[src/rtl/spring_step_scheduler_if.sv]
// ---------------------------------------------------------------------------
// spring_step_scheduler_if
//   Bundles every non-clock signal between the soft-body step scheduler and
//   its environment: the frame timer, the spring-force unit, the force
//   buffer and the node integrator.
//   master : scheduler side (drives springs_start, fbuf_*, axle_fx/fy,
//            integ_start, substep_idx, busy, frame_done, err_*).
//   slave  : environment side (drives frame_start, spring_*, axle_*_in,
//            integ_done).
// ---------------------------------------------------------------------------
interface spring_step_scheduler_if #(
  parameter int NUM_NODES  = 10,
  parameter int FORCE_SIZE = 8,
  parameter int SUBSTEPS   = 4
);
  localparam int AW = (NUM_NODES > 1) ? $clog2(NUM_NODES) : 1;
  localparam int SW = $clog2(SUBSTEPS) + 1;

  logic                         frame_start;
  logic                         springs_start;
  logic signed [FORCE_SIZE-1:0] spring_fx;
  logic signed [FORCE_SIZE-1:0] spring_fy;
  logic                         spring_fvalid;
  logic                         spring_done;
  logic signed [FORCE_SIZE-1:0] axle_fx_in;
  logic signed [FORCE_SIZE-1:0] axle_fy_in;
  logic                         fbuf_we;
  logic [AW-1:0]                fbuf_addr;
  logic signed [FORCE_SIZE-1:0] fbuf_wx;
  logic signed [FORCE_SIZE-1:0] fbuf_wy;
  logic signed [FORCE_SIZE-1:0] axle_fx;
  logic signed [FORCE_SIZE-1:0] axle_fy;
  logic                         integ_start;
  logic                         integ_done;
  logic [SW-1:0]                substep_idx;
  logic                         busy;
  logic                         frame_done;
  logic                         err_count;
  logic                         err_timeout;

  modport master (
    input  frame_start, spring_fx, spring_fy, spring_fvalid, spring_done,
           axle_fx_in, axle_fy_in, integ_done,
    output springs_start, fbuf_we, fbuf_addr, fbuf_wx, fbuf_wy,
           axle_fx, axle_fy, integ_start, substep_idx, busy, frame_done,
           err_count, err_timeout
  );

  modport slave (
    output frame_start, spring_fx, spring_fy, spring_fvalid, spring_done,
           axle_fx_in, axle_fy_in, integ_done,
    input  springs_start, fbuf_we, fbuf_addr, fbuf_wx, fbuf_wy,
           axle_fx, axle_fy, integ_start, substep_idx, busy, frame_done,
           err_count, err_timeout
  );
endinterface

[src/rtl/spring_step_scheduler.sv]
// ---------------------------------------------------------------------------
// spring_step_scheduler
//   Frame-level sequencer for the soft-body physics step. Each accepted
//   frame_start runs SUBSTEPS substeps; a substep launches the spring-force
//   unit, streams its per-node forces into the force buffer, latches the
//   axle reaction force, then pulses the integrator and waits for it.
//   A per-phase watchdog aborts the frame if the spring unit or integrator
//   stalls for TIMEOUT cycles.
// Ports
//   clk_in : system clock
//   rst_in : synchronous active-high reset (aborts a frame silently)
//   bus    : spring_step_scheduler_if.master, all handshake/data signals
// ---------------------------------------------------------------------------
module spring_step_scheduler #(
  parameter int NUM_NODES  = 10,
  parameter int FORCE_SIZE = 8,
  parameter int SUBSTEPS   = 4,
  parameter int TIMEOUT    = 64
) (
  input  logic                    clk_in,
  input  logic                    rst_in,
  spring_step_scheduler_if.master bus
);

  localparam int AW = (NUM_NODES > 1) ? $clog2(NUM_NODES) : 1;
  localparam int BW = $clog2(NUM_NODES + 1);
  localparam int WW = $clog2(TIMEOUT + 1);
  localparam int SW = $clog2(SUBSTEPS) + 1;

  localparam logic [BW-1:0] NN    = BW'(NUM_NODES);
  localparam logic [WW-1:0] WLAST = WW'(TIMEOUT - 1);
  localparam logic [SW-1:0] SLAST = SW'(SUBSTEPS - 1);

  typedef enum logic [2:0] {
    S_IDLE,
    S_LAUNCH,
    S_COLLECT,
    S_INTEGRATE,
    S_DONE
  } state_t;

  state_t                       r_state;
  state_t                       w_state_nxt;

  logic [SW-1:0]                r_substep;
  logic [BW-1:0]                r_beat_cnt;
  logic [WW-1:0]                r_wait_cnt;
  logic                         r_fbuf_we;
  logic [AW-1:0]                r_fbuf_addr;
  logic signed [FORCE_SIZE-1:0] r_fbuf_wx;
  logic signed [FORCE_SIZE-1:0] r_fbuf_wy;
  logic signed [FORCE_SIZE-1:0] r_axle_fx;
  logic signed [FORCE_SIZE-1:0] r_axle_fy;
  logic                         r_err_count;
  logic                         r_err_timeout;
  logic                         r_abort;

  logic                         w_frame_accept;
  logic                         w_beat_ok;
  logic                         w_beat_drop;
  logic                         w_spring_end;
  logic                         w_integ_end;
  logic                         w_timeout;
  logic [BW-1:0]                w_beats_total;

  // Beat count as seen at spring_done, counting a beat accepted the same cycle.
  assign w_beats_total = r_beat_cnt + BW'(w_beat_ok);

  // ---- state register ----
  always_ff @(posedge clk_in) begin
    if (rst_in) begin
      r_state <= S_IDLE;
    end else begin
      r_state <= w_state_nxt;
    end
  end

  // ---- next state / control strobes ----
  always_comb begin
    w_state_nxt    = r_state;
    w_frame_accept = 1'b0;
    w_beat_ok      = 1'b0;
    w_beat_drop    = 1'b0;
    w_spring_end   = 1'b0;
    w_integ_end    = 1'b0;
    w_timeout      = 1'b0;
    case (r_state)
      S_IDLE: begin
        if (bus.frame_start) begin
          w_frame_accept = 1'b1;
          w_state_nxt    = S_LAUNCH;
        end
      end
      S_LAUNCH: begin
        w_state_nxt = S_COLLECT;
      end
      S_COLLECT: begin
        w_beat_ok   = bus.spring_fvalid && (r_beat_cnt < NN);
        w_beat_drop = bus.spring_fvalid && !(r_beat_cnt < NN);
        if (bus.spring_done) begin
          w_spring_end = 1'b1;
          w_state_nxt  = S_INTEGRATE;
        end else if (r_wait_cnt == WLAST) begin
          w_timeout   = 1'b1;
          w_state_nxt = S_IDLE;
        end
      end
      S_INTEGRATE: begin
        if (bus.integ_done) begin
          w_integ_end = 1'b1;
          w_state_nxt = (r_substep == SLAST) ? S_DONE : S_LAUNCH;
        end else if (r_wait_cnt == WLAST) begin
          w_timeout   = 1'b1;
          w_state_nxt = S_IDLE;
        end
      end
      S_DONE: begin
        w_state_nxt = S_IDLE;
      end
      default: begin
        w_state_nxt = S_IDLE;
      end
    endcase
  end

  // ---- counters, flags and captured data ----
  // Every output must read zero out of reset, so the data registers are
  // cleared along with the control state.
  always_ff @(posedge clk_in) begin
    if (rst_in) begin
      r_substep     <= '0;
      r_beat_cnt    <= '0;
      r_wait_cnt    <= '0;
      r_fbuf_we     <= 1'b0;
      r_fbuf_addr   <= '0;
      r_fbuf_wx     <= '0;
      r_fbuf_wy     <= '0;
      r_axle_fx     <= '0;
      r_axle_fy     <= '0;
      r_err_count   <= 1'b0;
      r_err_timeout <= 1'b0;
      r_abort       <= 1'b0;
    end else begin
      r_fbuf_we <= w_beat_ok;
      r_abort   <= w_timeout;

      if (w_frame_accept) begin
        r_substep <= '0;
      end else if (w_integ_end && (r_substep != SLAST)) begin
        r_substep <= r_substep + SW'(1);
      end

      if (r_state == S_LAUNCH) begin
        r_beat_cnt <= '0;
      end else if (w_beat_ok) begin
        r_beat_cnt <= r_beat_cnt + BW'(1);
      end

      // Watchdog restarts on entry to COLLECT and to INTEGRATE.
      if ((r_state == S_LAUNCH) || w_spring_end || w_integ_end) begin
        r_wait_cnt <= '0;
      end else if ((r_state == S_COLLECT) || (r_state == S_INTEGRATE)) begin
        r_wait_cnt <= r_wait_cnt + WW'(1);
      end

      if (w_beat_ok) begin
        r_fbuf_addr <= r_beat_cnt[AW-1:0];
        r_fbuf_wx   <= bus.spring_fx;
        r_fbuf_wy   <= bus.spring_fy;
      end

      if (w_spring_end) begin
        r_axle_fx <= bus.axle_fx_in;
        r_axle_fy <= bus.axle_fy_in;
      end

      if (w_frame_accept) begin
        r_err_count <= 1'b0;
      end else if (w_beat_drop || (w_spring_end && (w_beats_total != NN))) begin
        r_err_count <= 1'b1;
      end

      if (w_frame_accept) begin
        r_err_timeout <= 1'b0;
      end else if (w_timeout) begin
        r_err_timeout <= 1'b1;
      end
    end
  end

  // ---- outputs ----
  assign bus.springs_start = (r_state == S_LAUNCH);
  // Watchdog is zero only on the first INTEGRATE cycle of a substep.
  assign bus.integ_start   = (r_state == S_INTEGRATE) && (r_wait_cnt == '0);
  assign bus.busy          = (r_state != S_IDLE);
  // An aborted frame reports completion one cycle after the timeout, from IDLE.
  assign bus.frame_done    = (r_state == S_DONE) || r_abort;
  assign bus.fbuf_we       = r_fbuf_we;
  assign bus.fbuf_addr     = r_fbuf_addr;
  assign bus.fbuf_wx       = r_fbuf_wx;
  assign bus.fbuf_wy       = r_fbuf_wy;
  assign bus.axle_fx       = r_axle_fx;
  assign bus.axle_fy       = r_axle_fy;
  assign bus.substep_idx   = r_substep;
  assign bus.err_count     = r_err_count;
  assign bus.err_timeout   = r_err_timeout;

endmodule

[src/flat_wrapper.sv]
// flat-port wrapper written by rule: the top's interface ports become plain ports
module spring_step_scheduler_flat 
#(
  parameter int NUM_NODES  = 10,
  parameter int FORCE_SIZE = 8,
  parameter int SUBSTEPS   = 4,
  parameter int TIMEOUT    = 64
)
  (clk_in, rst_in, bus_frame_start, bus_spring_fx, bus_spring_fy, bus_spring_fvalid, bus_spring_done, bus_axle_fx_in, bus_axle_fy_in, bus_integ_done, bus_springs_start, bus_fbuf_we, bus_fbuf_addr, bus_fbuf_wx, bus_fbuf_wy, bus_axle_fx, bus_axle_fy, bus_integ_start, bus_substep_idx, bus_busy, bus_frame_done, bus_err_count, bus_err_timeout);
  spring_step_scheduler_if #(.NUM_NODES(NUM_NODES), .FORCE_SIZE(FORCE_SIZE), .SUBSTEPS(SUBSTEPS)) bus_i ();
  input  logic clk_in;
  input  logic rst_in;
  input wire logic [$bits(bus_i.frame_start)-1:0] bus_frame_start;
  input wire logic [$bits(bus_i.spring_fx)-1:0] bus_spring_fx;
  input wire logic [$bits(bus_i.spring_fy)-1:0] bus_spring_fy;
  input wire logic [$bits(bus_i.spring_fvalid)-1:0] bus_spring_fvalid;
  input wire logic [$bits(bus_i.spring_done)-1:0] bus_spring_done;
  input wire logic [$bits(bus_i.axle_fx_in)-1:0] bus_axle_fx_in;
  input wire logic [$bits(bus_i.axle_fy_in)-1:0] bus_axle_fy_in;
  input wire logic [$bits(bus_i.integ_done)-1:0] bus_integ_done;
  output wire logic [$bits(bus_i.springs_start)-1:0] bus_springs_start;
  output wire logic [$bits(bus_i.fbuf_we)-1:0] bus_fbuf_we;
  output wire logic [$bits(bus_i.fbuf_addr)-1:0] bus_fbuf_addr;
  output wire logic [$bits(bus_i.fbuf_wx)-1:0] bus_fbuf_wx;
  output wire logic [$bits(bus_i.fbuf_wy)-1:0] bus_fbuf_wy;
  output wire logic [$bits(bus_i.axle_fx)-1:0] bus_axle_fx;
  output wire logic [$bits(bus_i.axle_fy)-1:0] bus_axle_fy;
  output wire logic [$bits(bus_i.integ_start)-1:0] bus_integ_start;
  output wire logic [$bits(bus_i.substep_idx)-1:0] bus_substep_idx;
  output wire logic [$bits(bus_i.busy)-1:0] bus_busy;
  output wire logic [$bits(bus_i.frame_done)-1:0] bus_frame_done;
  output wire logic [$bits(bus_i.err_count)-1:0] bus_err_count;
  output wire logic [$bits(bus_i.err_timeout)-1:0] bus_err_timeout;
  assign bus_i.frame_start = bus_frame_start;
  assign bus_i.spring_fx = bus_spring_fx;
  assign bus_i.spring_fy = bus_spring_fy;
  assign bus_i.spring_fvalid = bus_spring_fvalid;
  assign bus_i.spring_done = bus_spring_done;
  assign bus_i.axle_fx_in = bus_axle_fx_in;
  assign bus_i.axle_fy_in = bus_axle_fy_in;
  assign bus_i.integ_done = bus_integ_done;
  assign bus_springs_start = bus_i.springs_start;
  assign bus_fbuf_we = bus_i.fbuf_we;
  assign bus_fbuf_addr = bus_i.fbuf_addr;
  assign bus_fbuf_wx = bus_i.fbuf_wx;
  assign bus_fbuf_wy = bus_i.fbuf_wy;
  assign bus_axle_fx = bus_i.axle_fx;
  assign bus_axle_fy = bus_i.axle_fy;
  assign bus_integ_start = bus_i.integ_start;
  assign bus_substep_idx = bus_i.substep_idx;
  assign bus_busy = bus_i.busy;
  assign bus_frame_done = bus_i.frame_done;
  assign bus_err_count = bus_i.err_count;
  assign bus_err_timeout = bus_i.err_timeout;
  spring_step_scheduler #(.NUM_NODES(NUM_NODES), .FORCE_SIZE(FORCE_SIZE), .SUBSTEPS(SUBSTEPS), .TIMEOUT(TIMEOUT)) u_core (.clk_in(clk_in), .rst_in(rst_in), .bus(bus_i));
endmodule
[config.mk]
export PLATFORM = sky130hd
export DESIGN_NAME = spring_step_scheduler_flat
export DESIGN_NICKNAME = d
export VERILOG_FILES = /design/src/rtl/spring_step_scheduler_if.sv /design/src/rtl/spring_step_scheduler.sv /design/src/flat_wrapper.sv
export SDC_FILE = /design/constraint.sdc
export NUM_CORES = 1
export LEC_CHECK = 0
export CAP_MARGIN = 20
export CORE_MARGIN = 1
export CORE_UTILIZATION = 46
export CTS_BUF_LIST = sky130_fd_sc_hd__clkbuf_8
export CTS_CLUSTER_DIAMETER = 120
export DETAILED_ROUTE_END_ITERATION = 7
export PLACE_DENSITY_LB_ADDON = 0.12
export SETUP_SLACK_MARGIN = 0.2
export SYNTH_ARGS = -nofsm -noshare
export SYNTH_HDL_FRONTEND = slang
export SYNTH_SLANG_ARGS = --single-unit
[constraint.sdc]
create_clock -name clk_in -period 3 [get_ports clk_in]
set_input_delay 0.45 -clock clk_in [delete_from_list [all_inputs] [get_ports clk_in]]
set_output_delay 0.45 -clock clk_in [all_outputs]
set_load 0.005 [all_outputs]
==> results <==
==> cell usage after synthesis, drive strengths merged (3+ instances only) <==
cell | number | area share
inv | 11 | 0.018
nand2 | 74 | 0.12
buf | 12 | 0.038
clkbuf | 4 | 0.0064
xor2 | 4 | 0.015
nor2 | 24 | 0.038
nor2b | 3 | 0.0091
nor3 | 6 | 0.013
ha | 7 | 0.037
dfxtp | 57 | 0.49
a21oi | 37 | 0.079
xnor2 | 6 | 0.022
and3 | 3 | 0.0080
==> cell type report <==
type | count | area share
tap | 67 | 0.02510
sequential | 57 | 0.3417
inverter | 11 | 0.01236
timing repair buffer | 88 | 0.2600
clock buffer | 9 | 0.03709
clock inverter | 5 | 0.005995
multi-input combinational | 194 | 0.3177
==> report_power, final <==
| part | total [mW] | switching [mW] | internal [mW] |
|---|---|---|---|
| logic | 0.189 | 0.0770 | 0.112 |
| registers | 0.796 | 0.0192 | 0.777 |
| clock network | 0.542 | 0.266 | 0.276 |
==> flip-flops by register name, summed over array words and instances (netlist names), 3 cells and up <==
name,flops
u_core.r_wait_cnt,7
u_core.bus.axle_fy,8
u_core.r_beat_cnt,4
u_core.r_state,3
u_core.bus.substep_idx,3
u_core.bus.fbuf_wy,8
u_core.bus.axle_fx,8
u_core.bus.fbuf_addr,4
u_core.bus.fbuf_wx,8
==> routing by layer <==
| metal | global-route usage | up-vias |
|---|---|---|
| met5 | 0 | - |
| met4 | 0.1154 | 0 |
| met3 | 0.04664 | 8 |
| met2 | 0.3477 | 58 |
| met1 | 0.2506 | 941 |
| li1 | - | 1084 |
==> cells by family after synthesis <==
logic type | Yosys count | share of synthesized area
AO/OA/AOI/OAI | 52 | 0.1303
XOR/XNOR | 10 | 0.03737
adder cells (fa/ha/maj) | 7 | 0.03737
buffers and inverters | 27 | 0.06246
flip-flops | 57 | 0.4869
multiplexers | 1 | 0.004271
AND/OR/NAND/NOR | 124 | 0.2413
==> critical path: stages, from the launching register on <==
cell and delay, ps:
sky130_fd_sc_hd__dfxtp_1 520, sky130_fd_sc_hd__nor2b_4 330, sky130_fd_sc_hd__nand2_1 120, sky130_fd_sc_hd__nor4bb_1 280, sky130_fd_sc_hd__clkdlybuf4s50_1 540
==> metrics by stage <==
stage | power, mW | util
finish | 1.527 | 0.6932
global route | 1.591 | 0.6932
CTS | 1.542 | 0.6922
detailed placement | 1.001 | 0.6623
global placement | 0.9988 | 0.6623
floorplan | 0.8971 | -
==> how the worst max path moves through the flow <==
stage	start	end	cells after the start
after global placement	bus_spring_fvalid	u_core.bus.err_count	10
after CTS	u_core.r_state[1]	bus_integ_start	4
after floorplan	u_core.r_state[1]	u_core.bus.err_count	11
after detailed placement	bus_spring_fvalid	u_core.bus.err_count	10
after global routing	u_core.r_state[1]	bus_integ_start	4
final	u_core.r_state[1]	bus_integ_start	4
==> metrics <==
outcome=finished clean; relative slew slack=0.5810; distinct cell type count of the synthesized netlist=42; Post-CTS Repair Setup Buffers=0; floorplan row count=25; number of cells in the finished layout apart from fillers=about 430; count of flip-flops with a built-in enable after synthesis=0; kind of start point of the critical path=flop; final weighted congestion in routability-driven placement=0.8131; storage element area=roughly 1100 µm²; highest layer used for signal routing=met4; power per cell area=457.2 nW/µm²; Mapped Avg Cell Area=8.430 µm²; r2r setup slk=roughly 820 ps; worst clock skew=between 6 and 7 ps; peak fanout along the critical path=11; clock latency reported for the late side of the worst-skew pair=330 ps; commonest non-fill, non-tap cell in the layout=sky130_fd_sc_hd__clkdlybuf4s50_1; final setup violation count=0; Hold-fix buffers, CTS=0; min cycle time layout=~2600 ps; clock sink count=57; vias in the first global route=1,817; top flip-flop cell by instance count after synthesis=sky130_fd_sc_hd__dfxtp_1; number of synthesis warnings=0; setup repair after global routing missed its margin=false; total track usage=0.2091; number of H-tree levels=3; Worst EP required=between 2000 and 3000 ps; Die Area=5384 µm²; placed inst area=3191 µm²; Critical R2R Launch=u_core.r_state[0]; Die Span Y=73.38 µm; share of post-route cells with drive strength above 1=0.06319; depth of the worst register-to-register path=9; global-route wire length before repair=around 8.4 mm; largest net degree at the start of global routing=23; iteration-0 DRC count of the detailed router=81; maximum operating frequency=0.3883 GHz; gr ovfl total=0; final cell area excluding filler cells=3339 µm²; endpoint of the worst hold-timing path=u_core.bus.axle_fx[1]; worst hold-check slack=449.7 ps; aggregate routed wire length=between 5 and 6 mm; width of the die=~73 µm; wire length on met3=292 µm; Worst Setup Slack post-DPL=550.2 ps; area taken by multi-input logic gates=between 1000 and 1500 µm²; worst slew pin tran=approximately 630 ps; Port Buffers=83; clock buffers created by TritonCTS=9; Area growth, synth to finish=42.50%; number of inserted diodes=0; antenna viol nets, final=0; fraction of registers with async set/reset=0; boundary pin count=84; CTS clk-pin slew, worst paths=about 60 ps; vias after detailed routing=between 2,000 and 2,500; Final TNS setup=0 ps; CTS tree=done; min setup slack post-route=around 420 ps; number of max-slew violations in the final report=0; drt via density=4.852; period utilisation layout=0.8584; Mapped Nets=approximately 320; CTS Buffer Depth=2; cells after synthesis=278; leakage power=1.222 nW; hold crit path type=flop to flop; type of element capturing the critical path=output pin; max_cap viols=0; CP arrival=between 2000 and 2500 ps; total count of hold-check failures in the final report=0; proportion of synthesized chip area in sequential cells=0.4869; most used cells in the layout excluding fill and tap cells=sky130_fd_sc_hd__clkdlybuf4s50_1 (83), sky130_fd_sc_hd__nand2_1 (73), sky130_fd_sc_hd__dfxtp_1 (57); flip-flop and latch count after synthesis=57; placed cell count=417; number of antenna violations at the first check in global routing=0; maximum ir drop on the vdd rail=0.3911 mV; effective utilization at floorplan=0.4865; crit path kind=flop to output pin; Crit Reg-Reg Endpoint=u_core.bus.err_count; number of cells upsized or downsized after cts=0; post-DR wirelength/cell=12.33 µm; origin of the worst min-delay path=u_core.bus.axle_fx[1]; cell count of the worst hold path=2; Filler Cells Inserted=422; Synth Cell Area=2343 µm²; clock tree root driver cell=sky130_fd_sc_hd__clkbuf_8; number of optimization iterations in the first detailed-route pass=4; Core ar.=4817 µm²; post-route DRC violation count=0; met2 routed WL=around 2.6 mm; Post-DP HPWL=3.711 mm; total routed wire length on the met1 layer=2.349 mm; Final #Nets=about 400
(Power assumes the default switching activity.)
==> patch, RTL diff (config.mk and constraints unchanged) <==
`SUBSTEPS` is set to 4 in 3 places; all go to 2.
--- a/src/rtl/spring_step_scheduler_if.sv
+++ b/src/rtl/spring_step_scheduler_if.sv
@@ -12,5 +12,5 @@
   parameter int NUM_NODES  = 10,
   parameter int FORCE_SIZE = 8,
-  parameter int SUBSTEPS   = 4
+  parameter int SUBSTEPS   = 2
 );
   localparam int AW = (NUM_NODES > 1) ? $clog2(NUM_NODES) : 1;
--- a/src/rtl/spring_step_scheduler.sv
+++ b/src/rtl/spring_step_scheduler.sv
@@ -15,5 +15,5 @@
   parameter int NUM_NODES  = 10,
   parameter int FORCE_SIZE = 8,
-  parameter int SUBSTEPS   = 4,
+  parameter int SUBSTEPS   = 2,
   parameter int TIMEOUT    = 64
 ) (
--- a/src/flat_wrapper.sv
+++ b/src/flat_wrapper.sv
@@ -4,5 +4,5 @@
   parameter int NUM_NODES  = 10,
   parameter int FORCE_SIZE = 8,
-  parameter int SUBSTEPS   = 4,
+  parameter int SUBSTEPS   = 2,
   parameter int TIMEOUT    = 64
 )
Interface: changed (resized bus_substep_idx); port bits go from 84 to 83. The function was not compared with the original's and may differ.
==> patch against the unedited design <==
Sequential cell count is 1 lower; via count fell by 0.48%; synthesized area down 1.7%; first-iteration DRC count up 28%; non-clock buffer count fell by 1; cell area shrank 2.4%; synthesized cell count shrank 1.4%; register-to-register slack got worse by 0.07 ns; power down 9.5%; clock skew grew 0.00054 ns; sequential power decreased by 2%; worst setup slack better by 0.19 ns; fmax rose by 8.1%; routed wire length decreased by 4.8%.
==> patch: results (changes against the unedited design) <==
Status
  – Status: complete, no violations

Power
  – Worst vdd ir: 0.293 mV (-25%)
  – Static Leak: 1.15 nW (-5.9%)

Global route
  – Largest net degree at the start of global routing: 29 (+26%)
  – Number of global-route vias before repair: 1906 (+4.9%)
  – Total Routing Usage GR: 20.0% (-0.92 points)
  – First-pass GRT wire length: 8350 µm (-0.82%)

Placement
  – Final RePlAce weighted congestion: 0.756 (-7.0%)
  – Final HPWL DP: 3580 µm (-3.6%)
  – DP Cell Count: 413 (-0.96%)
  – # port buffers: 82 (-1.2%)

Yosys
  – Cells after synthesis: 274 (-1.4%)
  – Sequential share of the synthesized area: 48.6% (-0.049 points)
  – Synth cell count leaders: nand2_1, dfxtp_1, a21oi_1
  – Syn Nets: 318 (-1.5%)
  – Synth unique cells: 46 (+9.5%)
  – Largest cells by area after synthesis: dfxtp_1, nand2_1, a21oi_1

STA
  – Worst Skew: 0.00712 ns (+0.000537 ns)
  – Slew headroom: 58.2% (+0.13 points)

Cells and area
  – Share of post-route cells with drive strength above 1: 6.21% (-0.10 points)
  – Fillers: 419 (-0.71%)
  – # nets final: 397 (-2.2%)

CTS
  – Reg clk slew, reported paths: 0.11 ns (+0.05 ns)
  – CTS buffer count: 5 (-4)
  – # H-tree levels: 2 (-1)
  – Clk_lat worst skew: 0.31 ns (-0.02 ns)

Routing
  – Post-DR vias/cell: 4.94 (+1.9%)
  – Mean routed wirelength per cell: 12.0 µm (-2.5%)
  – Routed WL: 5060 µm (-4.8%)

Setup path
  – FF-to-FF End: u_core.bus.err_count
  – Reg2Reg Setup Slack: 0.75 ns (-0.07 ns)
  – Crit path max fanout: 14 (+3)
  – Worst EP arrival: 1.93 ns (-0.20 ns)
  – Cells on worst reg2reg path: 9 (unchanged)

Worst hold path
  – Hold EP: u_core.bus.axle_fy[1]
  – Worst hold start: u_core.bus.axle_fy[1]
[patch: where the power goes]
part	internal [mW]	total (mW)	switching (mW)	leakage, nW
clock network	0.166	0.417	0.251	0.0404
registers	0.761	0.780	0.0187	0.452
logic	0.108	0.184	0.0757	0.657
[patch: area by class of cell]
class,instances,area (µm²),area share (%)
multi-input combinational,193,1070,32.7
clock buffer,5,68.8,2.11
clock inverter,3,23.8,0.729
sequential,56,1120,34.4
inverter,10,37.5,1.15
tap,67,83.8,2.57
timing repair buffer,87,858,26.3
[patch: kinds of logic (layout without fill, tap and decap cells)]
group / Yosys count / in the layout / synth area share [%]
buffers and inverters: 25 / 105 / 5.70
and+or+nand+nor: 122 / 122 / 24.7
xor gates and xnor gates: 10 / 10 / 3.80
adders and majority gates: 6 / 6 / 3.26
AOI/OAI and AO/OA: 55 / 55 / 13.9
DFF: 56 / 56 / 48.6
[patch: worst max-delay path, cell delays in order, from the launching register on]
cell and delay [ns]:
dfxtp_1 0.62, nand3b_1 0.21, and4b_1 0.29, clkdlybuf4s50_1 0.50
[patch: stage by stage]
stage	util (%)	worst slack [ns]	area [µm²]	hold slack [ns]
2_1_floorplan	-	0.948	2300	0.442
3_3_place_gp	66.2	0.651	3170	0.441
3_5_place_dp	66.2	0.565	3170	0.443
4_1_cts	68.1	0.603	3260	0.461
5_1_grt	68.1	0.511	3260	0.478
6_report	68.1	0.617	3260	0.457
[patch: how the worst max path moves through the flow]
| stage | startpoint | end | slack (ns) | cells past startpoint |
|---|---|---|---|---|
| 4_1_cts | u_core.r_state[0] | bus_integ_start | 0.60 | 3 |
| 3_3_place_gp | bus_spring_fvalid | u_core.bus.err_count | 0.65 | 10 |
| 5_1_grt | u_core.r_state[0] | bus_integ_start | 0.51 | 3 |
| 6_report | u_core.r_state[0] | bus_integ_start | 0.62 | 3 |
| 3_5_place_dp | bus_spring_fvalid | u_core.bus.err_count | 0.57 | 10 |
| 2_1_floorplan | u_core.r_state[2] | u_core.bus.err_count | 0.95 | 11 |
[patch: metal layers]
| metal | GRT usage [%] | wire length, µm | vias to the layer above |
|---|---|---|---|
| met5 | 0 | 0 | - |
| met4 | 7.41 | 81 | 0 |
| met3 | 4.56 | 276 | 9 |
| met2 | 32.7 | 2240 | 55 |
| met1 | 25.8 | 2470 | 950 |
| li1 | - | - | 1067 |
